--- src/rtl/serial_adder_pkg.sv ---
// -----------------------------------------------------------------------------
// serial_adder_pkg
// Shared definitions for the bit-serial adder:
//   DEFAULT_WIDTH : default operand width in bits
//   state_t       : controller state encoding (IDLE / RUN / DONE)
// -----------------------------------------------------------------------------
package serial_adder_pkg;

    localparam int DEFAULT_WIDTH = 8;

    typedef enum logic [1:0] {
        IDLE = 2'd0,
        RUN  = 2'd1,
        DONE = 2'd2
    } state_t;

endpackage : serial_adder_pkg

--- src/rtl/serial_adder_full_adder.sv ---
// -----------------------------------------------------------------------------
// full_adder
// One-bit full adder, the only arithmetic element of the serial datapath.
// Ports:
//   in1, in2 : operand bits
//   cin      : carry in
//   sum      : in1 ^ in2 ^ cin
//   cout     : carry out
// -----------------------------------------------------------------------------
module full_adder (
    input  logic in1,
    input  logic in2,
    input  logic cin,
    output logic sum,
    output logic cout
);

    assign sum  = in1 ^ in2 ^ cin;
    assign cout = (in1 & in2) | (cin & (in1 ^ in2));

endmodule : full_adder

--- src/rtl/serial_adder.sv ---
// -----------------------------------------------------------------------------
// serial_adder
// Bit-serial unsigned adder: {cout,sum} = a + b + cin, one bit per clock,
// LSB first, through a single full_adder instance.
// Timing: start sampled in IDLE at edge 0, bits processed at edges 1..WIDTH,
// done high for the one cycle after edge WIDTH, back in IDLE one edge later.
//
// Parameters:
//   WIDTH     : operand width, 2..32
// Ports:
//   sys_clk   : system clock, rising edge
//   sys_rst_n : asynchronous active-low reset
//   start     : begin an addition (sampled only in IDLE)
//   a, b, cin : operands and carry-in, captured on the accepted start edge
//   busy      : high while the addition is in progress
//   done      : one-cycle completion pulse
//   sum, cout : result, cleared on an accepted start, final at edge WIDTH,
//               then held until the next accepted start
//   ovf       : (only with SERIAL_ADDER_OVF_EN) two's-complement overflow,
//               held with sum
// Build option:
//   SERIAL_ADDER_OVF_EN : adds the ovf output and its register
// -----------------------------------------------------------------------------
module serial_adder
    import serial_adder_pkg::*;
#(
    parameter int WIDTH = DEFAULT_WIDTH
) (
    input  logic             sys_clk,
    input  logic             sys_rst_n,
    input  logic             start,
    input  logic [WIDTH-1:0] a,
    input  logic [WIDTH-1:0] b,
    input  logic             cin,
    output logic             busy,
    output logic             done,
    output logic [WIDTH-1:0] sum,
    output logic             cout
`ifdef SERIAL_ADDER_OVF_EN
    ,
    output logic             ovf
`endif
);

    localparam int            CW   = $clog2(WIDTH);
    localparam logic [CW-1:0] LAST = CW'(WIDTH - 1);

    state_t           state;
    state_t           state_nxt;
    logic [CW-1:0]    cnt;
    logic [WIDTH-1:0] a_sh;
    logic [WIDTH-1:0] b_sh;
    logic [WIDTH-1:0] sum_sh;
    logic             carry;
    logic             fa_sum;
    logic             fa_cout;
    logic             last_bit;

    assign last_bit = (cnt == LAST);

    full_adder u_fa (
        .in1  (a_sh[0]),
        .in2  (b_sh[0]),
        .cin  (carry),
        .sum  (fa_sum),
        .cout (fa_cout)
    );

    // ---------------------------------------------------------------- FSM --
    // NOTE: state is updated with non-blocking assignments so every flop
    // samples the pre-edge values, independent of process ordering.
    always_ff @(posedge sys_clk or negedge sys_rst_n) begin
        if (!sys_rst_n) begin
            state <= IDLE;
        end else begin
            state <= state_nxt;
        end
    end

    // NOTE: state_nxt gets its default before the case so no path through
    // this block leaves it unassigned, which would infer a latch.
    always_comb begin
        state_nxt = state;
        case (state)
            IDLE:    if (start)    state_nxt = RUN;
            RUN:     if (last_bit) state_nxt = DONE;
            DONE:                  state_nxt = IDLE;
            default:               state_nxt = IDLE;
        endcase
    end

    assign busy = (state == RUN);
    assign done = (state == DONE);

    // ----------------------------------------------------------- datapath --
    // The partial result builds up in sum_sh; sum/cout are only written on
    // the final bit, so they stay at their cleared value throughout RUN.
    // NOTE: every datapath register, operands included, is reset so that an
    // aborted operation leaves no stale state behind.
    always_ff @(posedge sys_clk or negedge sys_rst_n) begin
        if (!sys_rst_n) begin
            a_sh   <= '0;
            b_sh   <= '0;
            sum_sh <= '0;
            carry  <= 1'b0;
            cnt    <= '0;
            sum    <= '0;
            cout   <= 1'b0;
`ifdef SERIAL_ADDER_OVF_EN
            ovf    <= 1'b0;
`endif
        end else begin
            case (state)
                IDLE: begin
                    if (start) begin
                        a_sh   <= a;
                        b_sh   <= b;
                        carry  <= cin;
                        cnt    <= '0;
                        sum_sh <= '0;
                        sum    <= '0;
                        cout   <= 1'b0;
`ifdef SERIAL_ADDER_OVF_EN
                        ovf    <= 1'b0;
`endif
                    end
                end
                RUN: begin
                    a_sh   <= a_sh >> 1;
                    b_sh   <= b_sh >> 1;
                    carry  <= fa_cout;
                    sum_sh <= {fa_sum, sum_sh[WIDTH-1:1]};
                    cnt    <= cnt + CW'(1);
                    if (last_bit) begin
                        sum  <= {fa_sum, sum_sh[WIDTH-1:1]};
                        cout <= fa_cout;
`ifdef SERIAL_ADDER_OVF_EN
                        // carry holds the carry into bit WIDTH-1 here.
                        ovf  <= carry ^ fa_cout;
`endif
                    end
                end
                default: ;
            endcase
        end
    end

endmodule : serial_adder

--- config.mk ---
export PLATFORM = sky130hd
export DESIGN_NAME = serial_adder
export DESIGN_NICKNAME = d
export VERILOG_FILES = /design/src/rtl/serial_adder_pkg.sv /design/src/rtl/serial_adder_full_adder.sv /design/src/rtl/serial_adder.sv
export SDC_FILE = /design/constraint.sdc
export NUM_CORES = 1
export LEC_CHECK = 0
export BUFFER_PORTS_ARGS = -buffer_cell sky130_fd_sc_hd__buf_2
export CAP_MARGIN = 20
export CORE_MARGIN = 2
export CORE_UTILIZATION = 45
export CTS_CLUSTER_DIAMETER = 50
export DETAILED_ROUTE_END_ITERATION = 8
export GPL_ROUTABILITY_DRIVEN = 0
export PLACE_DENSITY = 0.66
export SETUP_SLACK_MARGIN = 0.5
export SLEW_MARGIN = 20
export SYNTH_ARGS = -nofsm -noshare
export SYNTH_HDL_FRONTEND = slang
export SYNTH_SLANG_ARGS = --single-unit
--- constraint.sdc ---
create_clock -name sys_clk -period 1.9 [get_ports sys_clk]
set_clock_uncertainty 0.2 [all_clocks]
set_input_delay 0.095 -clock sys_clk [delete_from_list [all_inputs] [get_ports sys_clk]]
set_output_delay 0.095 -clock sys_clk [all_outputs]
set_load 0.05 [all_outputs]
==> impl_metrics.py <==
metrics = {
    "worst_setup_path": {
        "arrival_ns": 1.50,
        "crit_required_ns": 1.87,
        "cp_cell_sequence": "ha_2 -> ha_4 -> and2b_2 -> a32oi_1 -> nand2_1",
        "crit_type": "reg -> reg",
        "worst-path-stages": 5,
        "crit_family": "flip-flops",
        "critPathLaunchType": "flip-flop",
        "cp-end-kind": "flip-flop",
        "slowest_stage": "dfrtp_1",
        "max_stage_delay_ns": 0.36,
        "cp_num_buf_inv": 0,
        "reg2reg_depth": 5,
        "path_max_fanout": 5,
    },
    "final_layout": {
        "regArea_um2": 953,
        "drive_gt1_frac": 0.492,
        "multi_input_area_um2": 910,
        "layout.cells.non_filler": 284,
        "fillers": 244,
        "diodes": 0,
        "syn_to_final_growth_pct": 55.2,
        "design_area_mm2": 0.00269,
        "nets": 259,
    },
    "sta": {
        "setup_viol": 0,
        "slew_headroom": 0.644,
        "worst_slack_ns": 0.369,
        "finalCriticalPeriod_ns": 1.53,
        "fin_setup_tns_ns": 0,
        "fmax_mhz": 653,
        "rsz0062_at_grt": "true",
        "hold_violations": 1,
        "tightest_slew_ns": 0.533,
        "post-route-period-util": 0.806,
        "report.final.slew_viol_count": 0,
        "holdWs_ns": -0.0286,
    },
    "placement": {
        "post-place-ws_ns": 0.251,
        "hpwl_um": 2600,
        "placement.cell_area_mm2": 0.00190,
        "io_buffers": 30,
        "post-place-cells": 228,
    },
    "detailed_routing": {
        "post_drt_wl_per_cell_um": 18.2,
        "totalWireLength_um": 5170,
        "drtPass1Iterations": 4,
        "drt_iter0_drc": 99,
        "ant_nets": 0,
        "vias": 1650,
        "vias_per_cell": 5.81,
        "drc": 0,
    },
    "logic_synthesis": {
        "synth.distinct_cells": 31,
        "syn_area_mm2": 0.00173,
        "synth_top_area_cell": "dfrtp_1",
        "synth.avg_cell_area_um2": 11.0,
        "synth-warning-count": 0,
        "syn-num-nets": 181,
        "ys_top_cells_by_area": "dfrtp_1 55%, o22ai_1 8.3%, nand2_1 5.0%, a22o_1 4.0%, a32oi_1 3.5%",
        "netlist_instances": 158,
        "ys_ff_latch": 38,
        "ys_seq_area_frac": 0.549,
        "synth_top_area_share": 0.549,
    },
    "floorplanning": {
        "core_area_mm2": 0.00369,
        "die_w_um": 66.0,
        "ios": 31,
        "die_h_um": 66.0,
        "num_rows": 22,
        "start_util": 0.469,
        "die_area_mm2": 0.00436,
    },
    "clock_tree": {
        "holdBufCountCts": 16,
        "htreeDepth": 2,
        "cts_buffer_depth": 2,
        "root_buffer": "clkbuf_8",
        "clk_pin_slew_worst_paths_ns": 0.08,
        "clk_latency_ns": 0.29,
        "clock_sinks": 38,
        "cts_tree": "done",
        "cts_buffers": 5,
    },
    "global_routing": {
        "grt_pass1_vias": 1613,
        "antenna_found_initial": 0,
        "grt_pass1_wl_um": 7590,
        "grt_max_degree": 39,
        "grt-ovfl-total": 0,
        "track_usage": 0.234,
    },
    "run": {
        "drv_cap": 0,
    },
    "min_path": {
        "holdPathStages": 3,
        "min_path_type": "in -> reg",
    },
    "status": {
        "violations": "negative hold slack",
        "status": "complete, but fails checks",
    },
    "power": {
        "peakVddDrop_mv": 0.946,
        "p_leak_nw": 1.23,
        "power-per-cell-area_mw_per_mm2": 1640,
    },
}
cells in the final DEF (no fill, tap or decap), types with 3 or more instances in the layout:
cell	count
o21ai_1	3
a21oi_1	10
buf_2	28
buf_4	21
nand2_2	3
clkbuf_8	5
o22ai_2	9
a22o_1	8
buf_6	12
o22ai_1	13
dfrtp_1	36
nand2b_4	3
a32oi_1	6
a2bb2oi_2	3
nand2_1	20
dlygate4sd3_1	16
worst paths after layout:
check	from	end	slack (ns)
max reg2reg	cnt[1]	sum[4]	0.37
max	cnt[1]	sum[4]	0.37
min in group asynchronous	sys_rst_n	b_sh[1]	0.18
min	b[4]	b_sh[4]	-0.03
min reg2reg	sum[3]	sum[3]	0.30
max in group asynchronous	sys_rst_n	state[1]	0.98
synth_stat cells (all sizes together):
| master | number |
|---|---|
| a32oi | 7 |
| nand2b | 3 |
| o22ai | 23 |
| and2b | 1 |
| nor2b | 2 |
| nor2 | 3 |
| buf | 11 |
| o311ai | 2 |
| a2bb2oi | 3 |
| or4b | 1 |
| o32ai | 1 |
| or2 | 1 |
| o221a | 1 |
| a221oi | 1 |
| o21ai | 6 |
| and3 | 1 |
| inv | 7 |
| a22o | 8 |
| dfrtp | 38 |
| ha | 2 |
| fa | 1 |
| o21bai | 1 |
| a21oi | 11 |
| nand2 | 23 |
state kept, by name, summed over array words and instances (netlist names):
signal	flops
cnt	3
sum	8
state	2
b_sh	8
carry	1
cout	1
a_sh	8
sum_sh	7
final cells by class:
cell class	instances	share of cell area
clock buffer	7	0.0284
inverter	7	0.0168
multi-input combinational	104	0.338
sequential	38	0.355
tap	48	0.0223
timing repair buffer	80	0.239
power by group:
group          switching [mW]  internal [mW]
logic                    1.28           1.12
registers               0.322           1.17
clock network           0.268          0.253
total                    1.87           2.54
kinds of logic after synthesis:
kind of cell,count (synthesis),share of synthesized area
AOI/OAI and AO/OA,64,0.261
adders and majority gates,3,0.0260
buffers and inverters,18,0.0636
DFF,38,0.549
and+or+nand+nor,35,0.100
repair_timing:
item / 4_1_cts / 5_1_grt
pin swaps: 14 / 11
setup buffers: 24 / 6
hold endpoints to repair: 54 / 1
setup endpoints to repair: 37 / 39
cloned: 2 / 1
gates resized for setup: 31 / 40
worst reg2reg max path, stage by stage, from the launching register on:
cell     delay, ns
dfrtp_1       0.36
ha_2          0.19
ha_4          0.15
and2b_2       0.26
a32oi_1       0.17
nand2_1       0.07
routing by layer:
layer	global-route usage	up-vias	wire length (um)
met3	0.0698	25	257
met5	0	-	0
met2	0.410	63	2590
met4	0.0918	0	223
li1	-	749	-
met1	0.266	813	2100
per-stage QoR:
| step | power, mW | util |
|---|---|---|
| after floorplan | 2.63 | - |
| after global placement | 2.89 | 0.515 |
| after CTS | 3.96 | 0.662 |
| after global routing | 4.63 | 0.729 |
| final | 4.41 | 0.729 |
| after detailed placement | 2.97 | 0.515 |
Note: power is estimated with default switching activity, not from simulation.
